`config.mk`:
```
export PLATFORM = sky130hd
export DESIGN_NAME = quad_step_decoder_flat
export DESIGN_NICKNAME = d
export VERILOG_FILES = /design/src/rtl/quad_step_decoder_if.sv /design/src/rtl/quad_step_decoder.sv /design/src/flat_wrapper.sv
export SDC_FILE = /design/constraint.sdc
export NUM_CORES = 1
export LEC_CHECK = 0
export CAP_MARGIN = 20
export CORE_ASPECT_RATIO = 0.5
export CORE_MARGIN = 2
export CORE_UTILIZATION = 37
export CTS_BUF_LIST = sky130_fd_sc_hd__clkbuf_16
export DETAILED_ROUTE_END_ITERATION = 8
export DONT_BUFFER_PORTS = 1
export GPL_TIMING_DRIVEN = 1
export SYNTH_ARGS = -nofsm -noshare
export SYNTH_HDL_FRONTEND = slang
export SYNTH_SLANG_ARGS = --single-unit
```
`constraint.sdc`:
```
create_clock -name clk50m -period 2.7 [get_ports clk50m]
set_input_delay 0.27 -clock clk50m [delete_from_list [all_inputs] [get_ports clk50m]]
set_output_delay 0.27 -clock clk50m [all_outputs]
set_load 0.1 [all_outputs]
```
`src/rtl/quad_step_decoder_if.sv`:
```
// Encoder-side bundle: raw quadrature channels in, step/direction/error pulses out.
interface quad_step_decoder_if;
  logic enc_a;
  logic enc_b;
  logic en;
  logic down;
  logic err;

  modport master (output enc_a, enc_b, input en, down, err);
  modport slave  (input enc_a, enc_b, output en, down, err);
endinterface

```
`src/rtl/quad_step_decoder.sv`:
```
// Quadrature decoder: 2-flop sync and debounce per channel, Gray decode, detent accumulation.
// Input level to en/err pulse takes DEB_CYCLES+3 edges; no backpressure, pulses are fire-and-forget.
module quad_step_decoder #(
  parameter int DEB_CYCLES      = 50000,
  parameter int STEPS_PER_PULSE = 4
) (
  input logic clk50m,
  input logic rst,
  quad_step_decoder_if.slave bus
);
  localparam int CW = $clog2(DEB_CYCLES + 1);
  localparam logic [CW-1:0] CNT_LAST = CW'(DEB_CYCLES - 1);
  localparam logic signed [3:0] ACC_TOP = 4'(STEPS_PER_PULSE);
  localparam logic signed [3:0] ACC_BOT = -ACC_TOP;

  localparam logic [0:0] ST_INIT = 1'b0;
  localparam logic [0:0] ST_RUN  = 1'b1;

  // Bit 1 is channel A, bit 0 is channel B throughout.
  logic [1:0]        sync1;
  logic [1:0]        s_ab;
  logic [1:0]        f_ab;
  logic [1:0]        p_ab;
  logic [CW-1:0]     deb_cnt [2];
  logic [0:0]        state;
  logic [1:0]        init_cnt;
  logic signed [3:0] acc;
  logic              en_r;
  logic              down_r;
  logic              err_r;

  logic [1:0]        pos_p;
  logic [1:0]        pos_f;
  logic [1:0]        delta;
  logic signed [3:0] acc_step;

  // Gray pair to position 0..3 along the up sequence; position difference mod 4
  // gives +1, -1, or 2 for a double-bit jump.
  always_comb begin
    pos_p    = {p_ab[1], p_ab[1] ^ p_ab[0]};
    pos_f    = {f_ab[1], f_ab[1] ^ f_ab[0]};
    delta    = pos_f - pos_p;
    acc_step = (delta == 2'd1) ? acc + 4'sd1 : acc - 4'sd1;
  end

  always_ff @(posedge clk50m) begin
    if (rst) begin
      sync1      <= '0;
      s_ab       <= '0;
      f_ab       <= '0;
      p_ab       <= '0;
      deb_cnt[0] <= '0;
      deb_cnt[1] <= '0;
      state      <= ST_INIT;
      init_cnt   <= '0;
      acc        <= '0;
      en_r       <= 1'b0;
      down_r     <= 1'b0;
      err_r      <= 1'b0;
    end else begin
      sync1 <= {bus.enc_a, bus.enc_b};
      s_ab  <= sync1;
      en_r  <= 1'b0;
      err_r <= 1'b0;

      if (state == ST_INIT) begin
        // Prime filter and history with the resting position so it never decodes as a jump.
        f_ab       <= s_ab;
        p_ab       <= s_ab;
        deb_cnt[0] <= '0;
        deb_cnt[1] <= '0;
        init_cnt   <= init_cnt + 2'd1;
        if (init_cnt == 2'd2) begin
          state <= ST_RUN;
        end
      end else begin
        p_ab <= f_ab;

        for (int i = 0; i < 2; i++) begin
          if (s_ab[i] == f_ab[i]) begin
            deb_cnt[i] <= '0;
          end else if (deb_cnt[i] == CNT_LAST) begin
            f_ab[i]    <= s_ab[i];
            deb_cnt[i] <= '0;
          end else begin
            deb_cnt[i] <= deb_cnt[i] + CW'(1);
          end
        end

        case (delta)
          2'd2: begin
            err_r <= 1'b1;
            acc   <= '0;
          end
          2'd1, 2'd3: begin
            if (acc_step == ACC_TOP) begin
              en_r   <= 1'b1;
              down_r <= 1'b0;
              acc    <= '0;
            end else if (acc_step == ACC_BOT) begin
              en_r   <= 1'b1;
              down_r <= 1'b1;
              acc    <= '0;
            end else begin
              acc <= acc_step;
            end
          end
          default: ;
        endcase
      end
    end
  end

  assign bus.en   = en_r;
  assign bus.down = down_r;
  assign bus.err  = err_r;
endmodule

```
`src/flat_wrapper.sv`:
```
// flat-port wrapper written by rule: the top's interface ports become plain ports
module quad_step_decoder_flat 
#(
  parameter int DEB_CYCLES      = 50000,
  parameter int STEPS_PER_PULSE = 4
)
  (clk50m, rst, bus_enc_a, bus_enc_b, bus_en, bus_down, bus_err);
  quad_step_decoder_if bus_i ();
  input logic clk50m;
  input logic rst;
  input wire logic [$bits(bus_i.enc_a)-1:0] bus_enc_a;
  input wire logic [$bits(bus_i.enc_b)-1:0] bus_enc_b;
  output wire logic [$bits(bus_i.en)-1:0] bus_en;
  output wire logic [$bits(bus_i.down)-1:0] bus_down;
  output wire logic [$bits(bus_i.err)-1:0] bus_err;
  assign bus_i.enc_a = bus_enc_a;
  assign bus_i.enc_b = bus_enc_b;
  assign bus_en = bus_i.en;
  assign bus_down = bus_i.down;
  assign bus_err = bus_i.err;
  quad_step_decoder #(.DEB_CYCLES(DEB_CYCLES), .STEPS_PER_PULSE(STEPS_PER_PULSE)) u_core (.clk50m(clk50m), .rst(rst), .bus(bus_i));
endmodule
```
==> load_flow_metrics.sql <==
INSERT INTO impl_metrics (metric_group, metric, value, unit) VALUES
('sta', 'timing.final.hold_violations', '0', ''),
('yosys', 'synth_seq_area_share', '50.3', '%'),
('outcome', 'run_status', 'completed', ''),
('pwr', 'combPwrFrac', '12.7', '%'),
('pwr', 'power.density_cell_area', '640', 'mW/mm^2'),
('pwr', 'power.net_switching', '454', 'uW'),
('yosys', 'synth.yosys.warnings', '0', ''),
('sta', 'final.hold.worst_slack', '37.4', 'ps'),
('run', 'cap_violations', '0', ''),
('global_route', 'grt_antenna_before_repair', '0', ''),
('clock_network', 'tritoncts', 'yes', ''),
('finish', 'antennaDiodeCount', '0', ''),
('critical_path', 'path_max_fanout', '5', ''),
('floorplanning', 'die_span_x', '123', 'um'),
('floorplanning', 'initial_core_util', '38.7', '%'),
('placement', 'gp_routability_congestion', '0.818', ''),
('pwr', 'internal_power', '1.50', 'mW'),
('min_path', 'hold_class', 'in2reg', ''),
('clock_network', 'htreeDepth', '2', ''),
('critical_path', 'critical_path.endpoint_type', 'register', ''),
('sta', 'slew_headroom', '37.8', '%'),
('detailed_routing', 'firstDrtPassIters', '4', ''),
('detailed_routing', 'drt_iter0_drc', '109', ''),
('yosys', 'yosys_register_bits', '50', ''),
('placement', 'final_hpwl_dp', '3.10', 'mm'),
('sta', 'finalSetupViolations', '0', ''),
('finish', 'syn_to_final_growth', '16.2', '%'),
('clock_network', 'clockRootBuffer', 'sky130_fd_sc_hd__clkbuf_16', ''),
('pwr', 'vdd_ir_drop_max', '0.000304', 'V'),
('detailed_routing', 'wl_per_cell', '11.3', 'um'),
('floorplanning', 'die-height', '63.6', 'um'),
('yosys', 'synth.cell_area', '0.00263', 'mm^2'),
('critical_path', 'crit_type', 'reg2reg', ''),
('yosys', 'synth.distinct_cells', '43', ''),
('global_route', 'pin_count_of_the_biggest_net_entering_global_routing', '21', ''),
('floorplanning', 'fp.coreArea', '0.00678', 'mm^2'),
('critical_path', 'cp_data_arrival_time', '2630', 'ps'),
('pwr', 'leakagePower', '1.07', 'nW'),
('clock_network', 'postCtsSetupBuffers', '0', ''),
('sta', 'rsz_0062_raised_after_global_routing', 'no', ''),
('global_route', 'wire_length_of_the_first_global_routing_pass', '7.58', 'mm'),
('clock_network', 'max-clock-path-buffers', '2', ''),
('critical_path', 'worstSetupStartpointType', 'register', ''),
('global_route', 'global_route_total_usage_across_every_layer', '12.3', '%'),
('pwr', 'clockPowerShare', '40.6', '%'),
('sta', 'final.setup.tns', '0', 'ps'),
('finish', 'drive_above_1_share', '6.85', '%'),
('placement', 'portBuffers', '0', ''),
('pwr', 'sequentialPowerShare', '46.7', '%'),
('sta', 'timing.final.max_slew_violations', '0', ''),
('floorplanning', 'row_count', '21', ''),
('finish', 'layout.cells.most_common_list', 'sky130_fd_sc_hd__nor2_1 (41), sky130_fd_sc_hd__edfxtp_1 (32), sky130_fd_sc_hd__conb_1 (32), sky130_fd_sc_hd__xnor2_1 (21), sky130_fd_sc_hd__dfxtp_1 (16)', ''),
('clock_network', 'number_of_buffers_created_by_cts', '5', ''),
('detailed_routing', 'wirelength', '4.32', 'mm'),
('placement', 'placed_area', '0.00285', 'mm^2'),
('finish', 'final_design_area_no_fill', '0.00305', 'mm^2'),
('sta', 'final_period_minus_worst_setup_slack', '2430', 'ps'),
('yosys', 'synthArstFlopShare', '0', '%'),
('critical_path', 'cp.required', '2900', 'ps'),
('detailed_routing', 'drtAntennaViolNets', '0', ''),
('sta', 'tightest_slew', '932', 'ps'),
('yosys', 'synth_edf_count', '32', ''),
('floorplanning', 'design.die.area', '0.00783', 'mm^2'),
('detailed_routing', 'route.vias.total', '1816', ''),
('sta', 'achievable-frequency', '411', 'MHz'),
('yosys', 'synth_ff_type', 'sky130_fd_sc_hd__edfxtp_1', ''),
('clock_network', 'clock_insertion_delay_worst_skew', '280', 'ps'),
('yosys', 'syn_avg_cell_area', '10.2', 'um^2'),
('clock_network', 'cts_num_sinks', '50', ''),
('sta', 'min_period_over_period', '90.1', '%'),
('global_route', 'grt_pass1_vias', '1630', ''),
('yosys', 'synth_cells', '257', ''),
('detailed_routing', 'drc', '0', ''),
('floorplanning', 'io_pins', '7', ''),
('sta', 'finClkSkew', '2.36', 'ps'),
('global_route', 'gr-total-overflow', '0', ''),
('detailed_routing', 'via_per_inst', '4.73', ''),
('pwr', 'switching_share', '23.3', '%'),
('clock_network', 'worst_setup_hold_path_clk_slew', '60', 'ps'),
('finish', 'layout.nets', '303', ''),
('finish', 'mostFrequentLayoutCell', 'sky130_fd_sc_hd__nor2_1', '');
-- critical path: stages (launching register included) --
cell and delay [ps]:
sky130_fd_sc_hd__dfxtp_1 370, sky130_fd_sc_hd__xor2_1 170, sky130_fd_sc_hd__ha_1 170, sky130_fd_sc_hd__xor3_2 300, sky130_fd_sc_hd__nor2_4 160, sky130_fd_sc_hd__inv_1 80, sky130_fd_sc_hd__ha_1 340, sky130_fd_sc_hd__and3_1 220
sky130_fd_sc_hd__nor3_1 250, sky130_fd_sc_hd__nor3_1 90, sky130_fd_sc_hd__o31ai_1 200
-- worst paths after layout --
path | startpoint | end | slack (ps) | cells after the start
max | u_core.p_ab[1] | u_core.acc[3] | 270 | 10
max reg2reg | u_core.p_ab[1] | u_core.acc[3] | 270 | 10
min reg2reg | u_core.sync1[0] | u_core.s_ab[0] | 440 | 1
min | rst | u_core.f_ab[0] | 40 | 1
-- repair_timing --
action	4_1_cts	5_1_grt
gates resized for setup	0	7
hold buffers	0	0
setup endpoints to repair	0	5
-- registers in the layout (all words and copies together) (netlist names) --
signal and flops:
u_core.bus.en 1, u_core.bus.err 1, u_core.f_ab 2, u_core.acc 4
u_core.sync1 2, u_core.state 1, u_core.init_cnt 2, u_core.deb_cnt 32
u_core.bus.down 1, u_core.p_ab 2, u_core.s_ab 2
-- through the flow --
step / std cells / util (%) / power (mW) / worst slack [ps]
CTS: 384 / 44.8 / 1.97 / 9.46
floorplan: 288 / - / 1.11 / 342
global route: 384 / 45.0 / 2.05 / 44.9
global placement: 376 / 42.0 / 1.15 / 184
finish: 384 / 45.0 / 1.95 / 267
detailed placement: 376 / 42.0 / 1.17 / 32.9
-- power by group through the flow --
stage	logic, mW	registers, mW	clock network [mW]
global placement	0.228	0.925	0
detailed placement	0.238	0.928	0
CTS	0.240	0.911	0.815
global route	0.280	0.918	0.850
floorplan	0.194	0.921	0
finish	0.248	0.911	0.792
-- synth_stat cells (all sizes together), types with 4 or more instances --
library cell	number	share of area [%]
nand4	7	1.7
xnor2	21	7.0
ha	7	3.3
or4	4	1.3
inv	14	2.0
nor2	42	6.0
nand3	13	2.5
nand2	10	1.5
xor2	9	3.0
nor3	10	1.9
clkbuf	4	0.57
dfxtp	18	14
o21ai	6	1.1
nor2b	6	1.4
edfxtp	32	37
a21oi	10	2.0
nor4	4	0.95
-- metal layers --
layer  vias to the layer above  global-route usage [%]  share of wire, %
met1                       832                    17.8                53
met3                         8                    2.99               3.3
met4                         0                    4.26               1.2
met5                         -                       0                 0
li1                        944                       -                 -
met2                        32                    17.9                43
-- cell type report --
cell class	count	area, um^2
Clock buffer	5	125
Clock inverter	3	63.8
Fill cell	658	3730
Inverter	14	52.6
Multi-Input combinational cell	218	1360
Sequential cell	50	1320
Tap cell	92	115
Timing Repair Buffer	2	15.0
-- cell families after synthesis --
family | after synthesis | synth area share (%)
mux | 3 | 1.14
simple gates | 118 | 24.2
other cells | 1 | 0.143
compound gates | 26 | 6.20
xor+xnor | 31 | 10.9
fa+ha+maj | 8 | 4.10
flops | 50 | 50.3
buf+inv | 20 | 3.00
No activity file was read; power rests on OpenSTA's default activity.
==> RTL change 1, RTL diff (same flow settings) <==
Reset style: asynchronous (`rst`), changed in one clocked block.
--- a/src/rtl/quad_step_decoder.sv
+++ b/src/rtl/quad_step_decoder.sv
@@ -44,5 +44,5 @@
   end
 
-  always_ff @(posedge clk50m) begin
+  always_ff @(posedge clk50m or posedge rst) begin
     if (rst) begin
       sync1      <= '0;
Formal check against the unedited RTL: no difference found for any inputs over 10 cycles, from zero or initial values and one cycle with rst high; that may be too few to reach the edited logic, so the function may still have changed.
==> RTL change 1 against the unedited design <==
Total power fell by 5.0%. Hold slack better by 0.32 ns. Non-clock buffer count up 3. Worst setup slack got worse by 0.031 ns. Routed wire length shrank 3.7%. Clock skew grew 0.0048 ns. Synthesized cell count is 10% lower. Largest power group unchanged. Sequential power grew 5.0%. Synthesized area is 6.9% lower. Sequential cell count did not move. Design area shrank 12%.
==> RTL change 1: results (changes against the unedited design) <==
DP Cell Count: 312 (-17%)
# H-tree levels: 2 (unchanged)
DPL Wire Length: 2.81 mm (-9.6%)
DP Worst Slack: 0.229 ns (+0.196 ns)
Area after DPL: 0.00251 mm2 (-12%)
number of unique standard cell types used by synthesis: 37 (-14%)
FFs w/ async S/R, synth: 100% (+100 points)
maximum vdd ir drop: 0.263 mV (-14%)
most frequent cells after synthesis: dfrtp_1, nor2_1, nand2_1, xnor2_1, xor2_1
final setup skew: 0.00717 ns (+0.00480 ns)
share of cells above drive strength 1: 8.05% (+1.2 points)
LEAKAGE: 1.16 nW (+8.1%)
worst min-delay path class: flip-flop to flip-flop
Inserted Clock Buffers: 5 (unchanged)
Mapped Cells: 231 (-10%)
CP max-delay cell: dfrtp_1
outcome: finished clean
global router's overall resource usage: 12.2% (-0.16 points)
warnings from Yosys: 0 (unchanged)
RePlAce Congestion: 0.773 (-5.5%)
top flop regs: u_core.deb_cnt: 32 flops, u_core.acc: 4 flops
wire length on met3: 95 um (-33%)
Initial DRC Count: 87 (-20%)
routed vias/inst: 5.06 (+7.0%)
WL met2: 1.91 mm (+3.3%)
Clock Root Buffer: clkbuf_16
NetSw: 0.000571 W (+26%)
met1 WL: 2.11 mm (-7.3%)
Arr. time, crit path: 2.66 ns (+0.03 ns)
met2 Usage GRT: 21.7% (+3.7 points)
first-pass GRT wire length: 7.11 mm (-6.1%)
final WL: 4.16 mm (-3.7%)
GR Util met3: 2.78% (-0.21 points)
largest cells by area after synthesis: dfrtp_1, xnor2_1, xor2_1, nor2_1, ha_1
via count: 1,640 (-9.7%)
CP max stage delay: 0.44 ns (+0.07 ns)
largest net degree at the start of global routing: 51 (+140%)
Nets: 247 (-18%)
Worst path top cell family by delay: XOR/XNOR gates
Clock Tree Buf Depth: 2 (unchanged)
slew margin rel.: 40.8% (+3.0 points)
M1 GR Usage: 15.5% (-2.3 points)
initial antenna violation count: 0 (unchanged)
sequential fraction of the synthesis area: 51.2% (+0.84 points)
-- RTL change 1: kinds of logic after synthesis --
family	after synthesis	share of synthesized area [%]
XOR/XNOR	30	11.9
multiplexers	4	1.84
buffers and inverters	16	3.48
adder cells (fa/ha/maj)	8	4.40
AO/OA/AOI/OAI	23	5.58
flip-flops	50	51.2
AND/OR/NAND/NOR	100	21.6
-- RTL change 1: cell type report --
type                       instances  area, um2
inverter                           8       30.0
sequential                        50       1250
clock buffer                       5        125
timing repair buffer               5       57.6
clock inverter                     3       16.3
fill                             585       3530
multi-input combinational        165       1110
tap                               88        110
-- RTL change 1: path summary, 6_finish.rpt --
path                                                  from                          end  slack [ns]  cells past startpoint
worst min register to register   u_core.sync1[0]$_DFF_PP0_     u_core.s_ab[0]$_DFF_PP0_        0.36                      0
worst min-delay path             u_core.sync1[0]$_DFF_PP0_     u_core.s_ab[0]$_DFF_PP0_        0.36                      0
worst max register to register  u_core.f_ab[1]$_DFFE_PP0P_  u_core.bus.down$_DFFE_PP0P_        0.24                     10
max in group asynchronous                              rst     u_core.bus.err$_DFF_PP0_        1.68                      3
worst max-delay path            u_core.f_ab[1]$_DFFE_PP0P_  u_core.bus.down$_DFFE_PP0P_        0.24                     10
min in group asynchronous                              rst  u_core.deb_cnt[2]$_DFF_PP0_        0.50                      2
-- RTL change 1: power groups by stage --
stage	logic [W]	clock network (W)	registers, W
6_report	0.000293	0.000604	0.000957
2_1_floorplan	0.000254	0	0.000959
3_5_place_dp	0.000292	0	0.000972
4_1_cts	0.000293	0.000621	0.000958
3_3_place_gp	0.000283	0	0.000969
5_1_grt	0.000347	0.000657	0.000966
-- RTL change 1: what timing repair did --
action / 4_1_cts / 5_1_grt
hold buffers: 0 / 3
resized for setup: 0 / 0
endpoints found under the hold margin: 0 / 24
setup buffers: 0 / 0
==> RTL change 2, RTL diff (same flow settings) <==
Without the edit above. `DEB_CYCLES` is set to 50000 in 2 places; all go to 100000.
--- a/src/rtl/quad_step_decoder.sv
+++ b/src/rtl/quad_step_decoder.sv
@@ -2,5 +2,5 @@
 // Input level to en/err pulse takes DEB_CYCLES+3 edges; no backpressure, pulses are fire-and-forget.
 module quad_step_decoder #(
-  parameter int DEB_CYCLES      = 50000,
+  parameter int DEB_CYCLES      = 100000,
   parameter int STEPS_PER_PULSE = 4
 ) (
--- a/src/flat_wrapper.sv
+++ b/src/flat_wrapper.sv
@@ -2,5 +2,5 @@
 module quad_step_decoder_flat 
 #(
-  parameter int DEB_CYCLES      = 50000,
+  parameter int DEB_CYCLES      = 100000,
   parameter int STEPS_PER_PULSE = 4
 )
Behaviour: no difference found for any inputs over 10 cycles, from zero or initial values and one cycle with rst high; that may be too few to reach the edited logic, so the function may still have changed.
==> RTL change 2 against the unedited design <==
Worst setup slack got worse by 0.059 ns. Routed wire length rose by 6.4%. Maximum frequency fell by 2.4%. Total power fell by 5.8%. Via count rose by 6.3%. Highest routed layer unchanged. Largest cell class unchanged. Die area rose by 4.2%. Design area rose by 2.9%. Synthesized area rose by 4.4%. Sequential cell count rose by 2. Global-route usage barely moved.
==> RTL change 2: results (changes against the unedited design) <==
outcome: finished clean
GR Util met3: 3.80% (+0.81 points)
NetSw: 0.000473 W (+4.1%)
final WL: 4.60 mm (+6.4%)
crit path to: u_core.bus.down$_SDFFE_PP0P_
M1 GR Usage: 15.0% (-2.8 points)
drt first pass iters: 4 (unchanged)
Comb power: 0.000268 W (+8.1%)
# H-tree levels: 2 (unchanged)
final setup skew: 0.00361 ns (+0.00125 ns)
CP max stage delay: 0.40 ns (+0.03 ns)
most frequent cells after synthesis: nor2_1, edfxtp_1, nand2_1, dfxtp_1, xor2_1
Max Clock Freq: 0.401 GHz (-2.4%)
number of global-route vias before repair: 1,830 (+12%)
Worst path top cell family by delay: adder cells
first-pass GRT wire length: 8.08 mm (+6.6%)
CP startpoint: u_core.f_ab[0]$_SDFFE_PP0P_
share of cells above drive strength 1: 5.90% (-0.95 points)
WL met2: 2.11 mm (+14%)
initial antenna violation count: 0 (unchanged)
DPL Wire Length: 3.29 mm (+5.8%)
worst min-delay path class: primary input to flip-flop
via count: 1,930 (+6.3%)
met1 WL: 2.30 mm (+0.66%)
Nets: 316 (+4.3%)
total chip power: 0.00184 W (-5.8%)
number of synthesized flops with an enable pin: 34 (+6.3%)
fillers: 678 (+3.0%)
RePlAce Congestion: 0.813 (-0.62%)
DP Worst Slack: 0.0814 ns (+0.0485 ns)
LEAKAGE: 1.11 nW (+3.9%)
met2 Usage GRT: 20.8% (+2.9 points)
top flop regs: u_core.deb_cnt: 34 flops, u_core.acc: 4 flops
Clock Root Buffer: clkbuf_16
wire length on met3: 135 um (-4.3%)
r2r setup slk: 0.21 ns (-0.06 ns)
hold path endpoint: u_core.f_ab[1]$_SDFFE_PP0P_
Initial DRC Count: 56 (-49%)
mux cell area share after synthesis: 1.10% (-0.049 points)
global router's overall resource usage: 12.3% (-0.016 points)
CP max-delay cell: dfxtp_1
Arr. time, crit path: 2.69 ns (+0.06 ns)
maximum vdd ir drop: 0.252 mV (-17%)
largest cells by area after synthesis: edfxtp_1, dfxtp_1, xor2_1, nor2_1, xnor2_1
largest net degree at the start of global routing: 19 (-9.5%)
worst-margin pin slew: 0.933 ns (+0.000665 ns)
sequential fraction of the synthesis area: 50.4% (+0.054 points)
Inserted Clock Buffers: 5 (unchanged)
Synth Area in Adders: 3.93% (-0.17 points)
XOR/XNOR Fraction of Synth Area: 11.0% (+0.039 points)
number of unique standard cell types used by synthesis: 43 (unchanged)
Synth Area in Compound Gates: 7.58% (+1.4 points)
R2R cell count: 11 (+1)
CP Max Fanout: 4 (-1)
proportion of power drawn by the clock network: 32.9% (-7.7 points)
## RTL change 2: changes by cell type in the layout (fill, tap and decap cells not counted), sizes merged, moves of 3 or more
cell and change:
nand2 +9, nor3 -6, or3 +4, buf +4, xnor2 -8, nand4 +4
xor2 +7, nor2 -5, o21ai +5, nand3 -4, inv -3
## RTL change 2: layout make-up
type                            count  area [um2]  area share (%)
Clock buffer                        5         125            3.99
Clock inverter                      3        11.3           0.359
Inverter                            9        33.8            1.08
Multi-Input combinational cell    230        1420            45.3
Sequential cell                    52        1380            44.1
Tap cell                           96         120            3.83
Timing Repair Buffer                6        45.0            1.44
## RTL change 2: metrics by stage
stage / area [um2] / instances / hold WS (ns)
final: 3140 / 401 / 0.0382
after global routing: 3140 / 401 / 0.0257
after CTS: 3120 / 400 / 0.0316
after detailed placement: 2990 / 392 / 0.347
after global placement: 2990 / 392 / 0.345
after floorplan: 2870 / 299 / 0.398
